<file path="config.mk">
export PLATFORM = sky130hd
export DESIGN_NAME = convolution
export DESIGN_NICKNAME = d
export VERILOG_FILES = /design/src/rtl/convolution.sv
export SDC_FILE = /design/constraint.sdc
export NUM_CORES = 1
export LEC_CHECK = 0
export ABC_CLOCK_PERIOD_IN_PS = 1950
export CAP_MARGIN = 20
export CORE_MARGIN = 2
export CORE_UTILIZATION = 40
export CTS_BUF_LIST = sky130_fd_sc_hd__clkbuf_4 sky130_fd_sc_hd__clkbuf_8
export DETAILED_ROUTE_END_ITERATION = 12
export GPL_TIMING_DRIVEN = 0
export PLACE_DENSITY = 0.79
export SLEW_MARGIN = 25
export SYNTH_ARGS = -nofsm -noshare
export SYNTH_HDL_FRONTEND = slang
export SYNTH_SLANG_ARGS = --single-unit
</file>
<file path="constraint.sdc">
create_clock -name clk_in -period 1.95 [get_ports clk_in]
set_clock_uncertainty 0.2 [all_clocks]
set_input_delay 0.39 -clock clk_in [delete_from_list [all_inputs] [get_ports clk_in]]
set_output_delay 0.39 -clock clk_in [all_outputs]
set_load 0.02 [all_outputs]
</file>
<file path="src/rtl/convolution.sv">
// 3x3 spatial filter over an RGB565 column stream with one of four fixed kernels.
// Four register stages: window capture, products, 9-term sum, shift/clamp/output.
module convolution #(
  parameter int unsigned K_SELECT = 0,
  parameter int unsigned HRES     = 1280
) (
  input  logic             clk_in,
  input  logic             rst_in,
  input  logic [2:0][15:0] data_in,
  input  logic [10:0]      hcount_in,
  input  logic [9:0]       vcount_in,
  input  logic             data_valid_in,
  output logic [15:0]      line_out,
  output logic [10:0]      hcount_out,
  output logic [9:0]       vcount_out,
  output logic             data_valid_out
);

  localparam int unsigned Shift = (K_SELECT == 1) ? 4 : 0;

  // Window: [row][col], col 0 newest, col 1 is the centre column.
  logic [2:0][2:0][15:0] win_q, win_d;
  logic [10:0]           hc1_q, hc1_d, hc2_q, hc2_d, hc3_q, hc3_d, hc4_q, hc4_d;
  logic [9:0]            vc1_q, vc1_d, vc2_q, vc2_d, vc3_q, vc3_d, vc4_q, vc4_d;
  logic                  v1_q, v1_d, v2_q, v2_d, v3_q, v3_d, v4_q, v4_d;
  logic [2:0][8:0][14:0] prod_q, prod_d;  // [channel][tap], channel 0 = R
  logic [2:0][18:0]      sum_q, sum_d;
  logic [15:0]           line_q, line_d;

  function automatic logic signed [7:0] coef(input int r, input int c);
    logic centre, ortho;
    centre = (r == 1) && (c == 1);
    ortho  = (r == 1) != (c == 1);
    case (K_SELECT)
      0:       coef = centre ? 8'sd1 : 8'sd0;
      1:       coef = centre ? 8'sd4 : (ortho ? 8'sd2 : 8'sd1);
      2:       coef = centre ? 8'sd5 : (ortho ? -8'sd1 : 8'sd0);
      default: coef = centre ? 8'sd8 : -8'sd1;
    endcase
  endfunction

  function automatic logic signed [14:0] tap(input int r, input int c, input logic [15:0] px,
                                             input int ch);
    logic signed [14:0] k, v;
    k = 15'(coef(r, c));
    case (ch)
      0:       v = 15'({1'b0, px[15:11]});
      1:       v = 15'({1'b0, px[10:5]});
      default: v = 15'({1'b0, px[4:0]});
    endcase
    return k * v;
  endfunction

  function automatic logic [18:0] sum9(input logic [8:0][14:0] p);
    logic signed [18:0] acc;
    acc = '0;
    for (int i = 0; i < 9; i++) begin
      acc = acc + 19'($signed(p[i]));
    end
    return acc;
  endfunction

  function automatic logic [5:0] clamp(input logic [18:0] s, input int ch);
    logic signed [18:0] sh, maxv;
    sh   = $signed(s) >>> Shift;
    maxv = (ch == 1) ? 19'sd63 : 19'sd31;
    if (sh < 0)         clamp = 6'd0;
    else if (sh > maxv) clamp = maxv[5:0];
    else                clamp = sh[5:0];
  endfunction

  always_comb begin
    win_d = win_q;
    if (data_valid_in) begin
      for (int r = 0; r < 3; r++) begin
        win_d[r][2] = win_q[r][1];
        win_d[r][1] = win_q[r][0];
        win_d[r][0] = data_in[r];
      end
    end
    // The window centre lags the newest column by one.
    hc1_d = (hcount_in == '0) ? 11'(HRES - 1) : hcount_in - 11'd1;
    vc1_d = vcount_in;
    v1_d  = data_valid_in;

    prod_d = '0;
    for (int ch = 0; ch < 3; ch++) begin
      for (int t = 0; t < 9; t++) begin
        prod_d[ch][t] = tap(t / 3, t % 3, win_q[t / 3][t % 3], ch);
      end
    end
    hc2_d = hc1_q;
    vc2_d = vc1_q;
    v2_d  = v1_q;

    sum_d = '0;
    for (int ch = 0; ch < 3; ch++) begin
      sum_d[ch] = sum9(prod_q[ch]);
    end
    hc3_d = hc2_q;
    vc3_d = vc2_q;
    v3_d  = v2_q;

    line_d = {5'(clamp(sum_q[0], 0)), 6'(clamp(sum_q[1], 1)), 5'(clamp(sum_q[2], 2))};
    hc4_d  = hc3_q;
    vc4_d  = vc3_q;
    v4_d   = v3_q;
  end

  always_ff @(posedge clk_in) begin
    if (rst_in) begin
      win_q  <= '0;
      hc1_q  <= '0;
      vc1_q  <= '0;
      v1_q   <= 1'b0;
      prod_q <= '0;
      hc2_q  <= '0;
      vc2_q  <= '0;
      v2_q   <= 1'b0;
      sum_q  <= '0;
      hc3_q  <= '0;
      vc3_q  <= '0;
      v3_q   <= 1'b0;
      line_q <= '0;
      hc4_q  <= '0;
      vc4_q  <= '0;
      v4_q   <= 1'b0;
    end else begin
      win_q  <= win_d;
      hc1_q  <= hc1_d;
      vc1_q  <= vc1_d;
      v1_q   <= v1_d;
      prod_q <= prod_d;
      hc2_q  <= hc2_d;
      vc2_q  <= vc2_d;
      v2_q   <= v2_d;
      sum_q  <= sum_d;
      hc3_q  <= hc3_d;
      vc3_q  <= vc3_d;
      v3_q   <= v3_d;
      line_q <= line_d;
      hc4_q  <= hc4_d;
      vc4_q  <= vc4_d;
      v4_q   <= v4_d;
    end
  end

  assign line_out       = line_q;
  assign hcount_out     = hc4_q;
  assign vcount_out     = vc4_q;
  assign data_valid_out = v4_q;

endmodule

</file>
==> summary.md <==
| Metric | Value |
|---|---|
| Most used cell, CP | `or4_4` |
| First DRT Iteration DRCs | `96` |
| Outcome | `finished clean` |
| Fin Setup TNS | `0 ns` |
| Setup WS pre-CTS | `-0.7927 ns` |
| R2R cell count | `2` |
| Hold Path Stages | `3` |
| RSZ-0062 raised after global routing | `false` |
| Grt total ovfl | `0` |
| CTS tree | `yes` |
| Critical Path RT | `2.10 ns` |
| Sequential area share after synthesis | `around 68%` |
| Total GRT Usage | `13.18%` |
| Pins Over Slew Limit | `0` |
| Final Core Density | `52.50%` |
| Number of enable flip-flop cells after synthesis | `0` |
| CP Max Fanout | `5` |
| Type of origin of the critical path | `input pin` |
| Tcrit/Tclk final | `97.60%` |
| Seq cells post-synth | `168` |
| Worst reg2reg setup slack | `1.07 ns` |
| Largest net degree at the start of global routing | `17` |
| Port Buf Inserts | `75` |
| Mean Syn Cell Area | `roughly 12 µm²` |
| Vias | `roughly 3000` |
| Synth warn | `0` |
| Most common library cells after synthesis | `dfxtp_1, nor2b_1, nor2_1` |
| Per-cell routed wire length | `12.04 µm` |
| Grt met1 use | `14.18%` |
| Detailed Routing Iterations Pass 1 | `4` |
| Peak VDD IR | `0.3406 mV` |
| Critical Path Start | `hcount_in[8]` |
| R2R Path Start | `win_q[59]$_SDFFE_PP0P_` |
| Minimum clock period | `about 1.9 ns` |
| Hold Vio Cnt, Final | `0` |
| Combinational share of power | `5.5%` |
| Crit-path cells | `clkdlybuf4s50_1 -> or4_4 -> or4_4 -> a31oi_1` |
| CTS Buf Count | `17` |
| Worst-path clk slew | `about 0.080 ns` |
| Hold Path Origin | `hcount_in[9]` |
| Num Clock Sinks | `about 170` |
| Max Freq | `525.4 MHz` |
| Power, Total | `6.098 mW` |
| Routed Antenna Nets | `0` |
| H-tree depth | `4` |
| Top cell type's share of synthesized area | `68.21%` |
| Layout cells sized above 1 | `a little under a tenth` |
| First-pass GRT wire length | `~13000 µm` |
| FF/Latch Area | `3363 µm²` |
| PD cells | `~970 nW/µm²` |
| Post-Syn Area | `just under 5000 µm²` |
| Final HPWL DP | `5749 µm` |
| Clock share of power | `36.0%` |
| Max Cap Viol | `0` |
| Via/cell ratio | `4.426` |
| Rel. slew slack | `52.70%` |
| GRT Max-Usage Layer | `met2` |
| Area contributors post-synth | `dfxtp_1, nor2b_1, mux2i_1` |
| Async set or reset register ratio after synthesis | `0%` |
| Top_reg_cell synth | `dfxtp_1` |
| Cell variety after synth | `24` |
| Worst hold path type | `input pin to flip-flop` |
| Setup ws final | `around 0.047 ns` |
| Met3 Resource Use GR | `4.850%` |
| Initial core utilization | `41.05%` |
| M2 GR Usage | `22.63%` |
| Overall routed net length | `8103 µm` |
| Clk buf depth | `2` |
| Initial antenna violation count | `0` |
| Die ar. | `13230 µm²` |
| Clock root cell | `clkbuf_8` |
| Antenna Cells | `0` |
| CP max-delay cell | `or4_4` |
| Layout net count | `586` |
| Final setup fails | `0` |
| CP peak stage delay | `0.59 ns` |
| # DRC | `0` |
| Design area | `6306 µm²` |
| Placeable Area | `12010 µm²` |
| Sw Ratio | `22.85%` |
| CP Capture Type | `flip-flop` |
| Post-CTS setup buffers | `0` |
| Die extent in y | `115.0 µm` |
| Vias in the first global route | `2847` |
| Die W | `115.0 µm` |
| Cells after DPL | `642` |
| P_leak | `between 2 and 3 nW` |
| Dominant cell type by area after synthesis | `dfxtp_1` |
| Critical register-to-register path endpoint | `win_q[75]$_SDFFE_PP0P_` |
| Slew at the pin closest to its max-slew limit | `0.7094 ns` |
| Rows | `40` |
| CP Class | `input pin to flip-flop` |
| Hold Slack | `0.09380 ns` |
| Final std cells w/o fill | `673` |
| Final Wtd Congestion | `0.7677` |
| Later-pin clock latency in the skew report | `0.42 ns` |
| Fillers | `1029` |
| Switch Pwr | `1.394 mW` |
| Syn Nets | `493` |
| Area Overhead vs Synth | `27.89%` |
| Share of power burned in registers | `58.5%` |
| Dpl cell area | `5906 µm²` |
| Worst Hold Path EP | `hc1_q[9]$_SDFF_PP0_` |
| Top-count cell post-synth | `dfxtp_1` |
| Syn Inst Count | `420` |
| CP arrival | `2.05 ns` |
| Top-Level Pins | `110` |
| Internal Power | `4.705 mW` |
| Area occupied by multi-input gates | `around 1500 µm²` |
worst max-delay path: cells and delay by family:
| kind | cells | cell delay, ns |
|---|---|---|
| simple gates | 2 | 1.03 |
| buf+inv | 1 | 0.44 |
| compound gates | 1 | 0.18 |
layer usage:
layer / up-vias / share of wire (%)
met3: 13 / 4.5
met4: 0 / 2.3
met2: 69 / 50
met1: 1383 / 43
met5: - / 0
li1: 1514 / -
sequential cells by signal, summed over array words and instances (netlist names):
register        flops
v3_q                1
vc3_q              10
vc2_q              10
vc1_q              10
v2_q                1
hc2_q              11
line_out           16
hc1_q              11
data_valid_out      1
prod_q             16
v1_q                1
hcount_out         11
vcount_out         10
hc3_q              11
win_q              32
sum_q              16
layout make-up:
| cell class | count | area share, % |
|---|---|---|
| flip-flops and latches | 168 | 53.33 |
| multi-input cells | 224 | 23.57 |
| well taps | 147 | 2.917 |
| repair buffers | 75 | 12.14 |
| inverters | 3 | 0.4563 |
| clock buffers | 20 | 4.365 |
| clock inverters | 12 | 1.429 |
| plain buffers | 24 | 1.786 |
power groups by stage:
stage	registers, mW	clock network, mW	logic, mW
global route	3.58	2.42	0.369
detailed placement	3.65	0	0.345
CTS	3.57	2.26	0.342
floorplan	3.65	0	0.181
global placement	3.64	0	0.333
finish	3.57	2.19	0.338
what timing repair did:
item / CTS / global route
resized for setup: 35 / 21
setup endpoints to repair: 33 / 19
pin swaps: 2 / 2
hold buffers: 0 / 0
cells in the final DEF, fill, tap and decap left out, types with 5 or more instances in the layout:
cell type and instances:
dfxtp_1 168, nor2b_1 125, nor2_1 36, mux2i_1 32, clkdlybuf4s50_1 29, dlygate4sd2_1 26
clkbuf_8 22, dlymetal6s2s_1 18, clkbuf_1 17, inv_6 5
worst max-delay path by stage:
stage	depth (start not counted)	end	slack [ns]
CTS	1	line_out[6]	0.00005
global placement	7	hc1_q[10]$_SDFF_PP0_	-0.75
floorplan	6	hc1_q[3]$_SDFF_PP0_	-0.03
global route	4	hc1_q[7]$_SDFF_PP0_	0.02
finish	4	hc1_q[7]$_SDFF_PP0_	0.05
detailed placement	7	hc1_q[10]$_SDFF_PP0_	-0.79
kinds of logic (layout without fill, tap and decap cells):
group / count (synthesis) / in the layout / synth area share, %
simple gates: 173 / 173 / 20.48
xor+xnor: 2 / 2 / 0.3553
buf+inv: 28 / 134 / 2.207
fa+ha+maj: 1 / 1 / 0.2537
flops: 168 / 168 / 68.21
compound gates: 16 / 16 / 2.004
mux: 32 / 32 / 6.496
No activity file was read; power rests on OpenSTA's default activity.
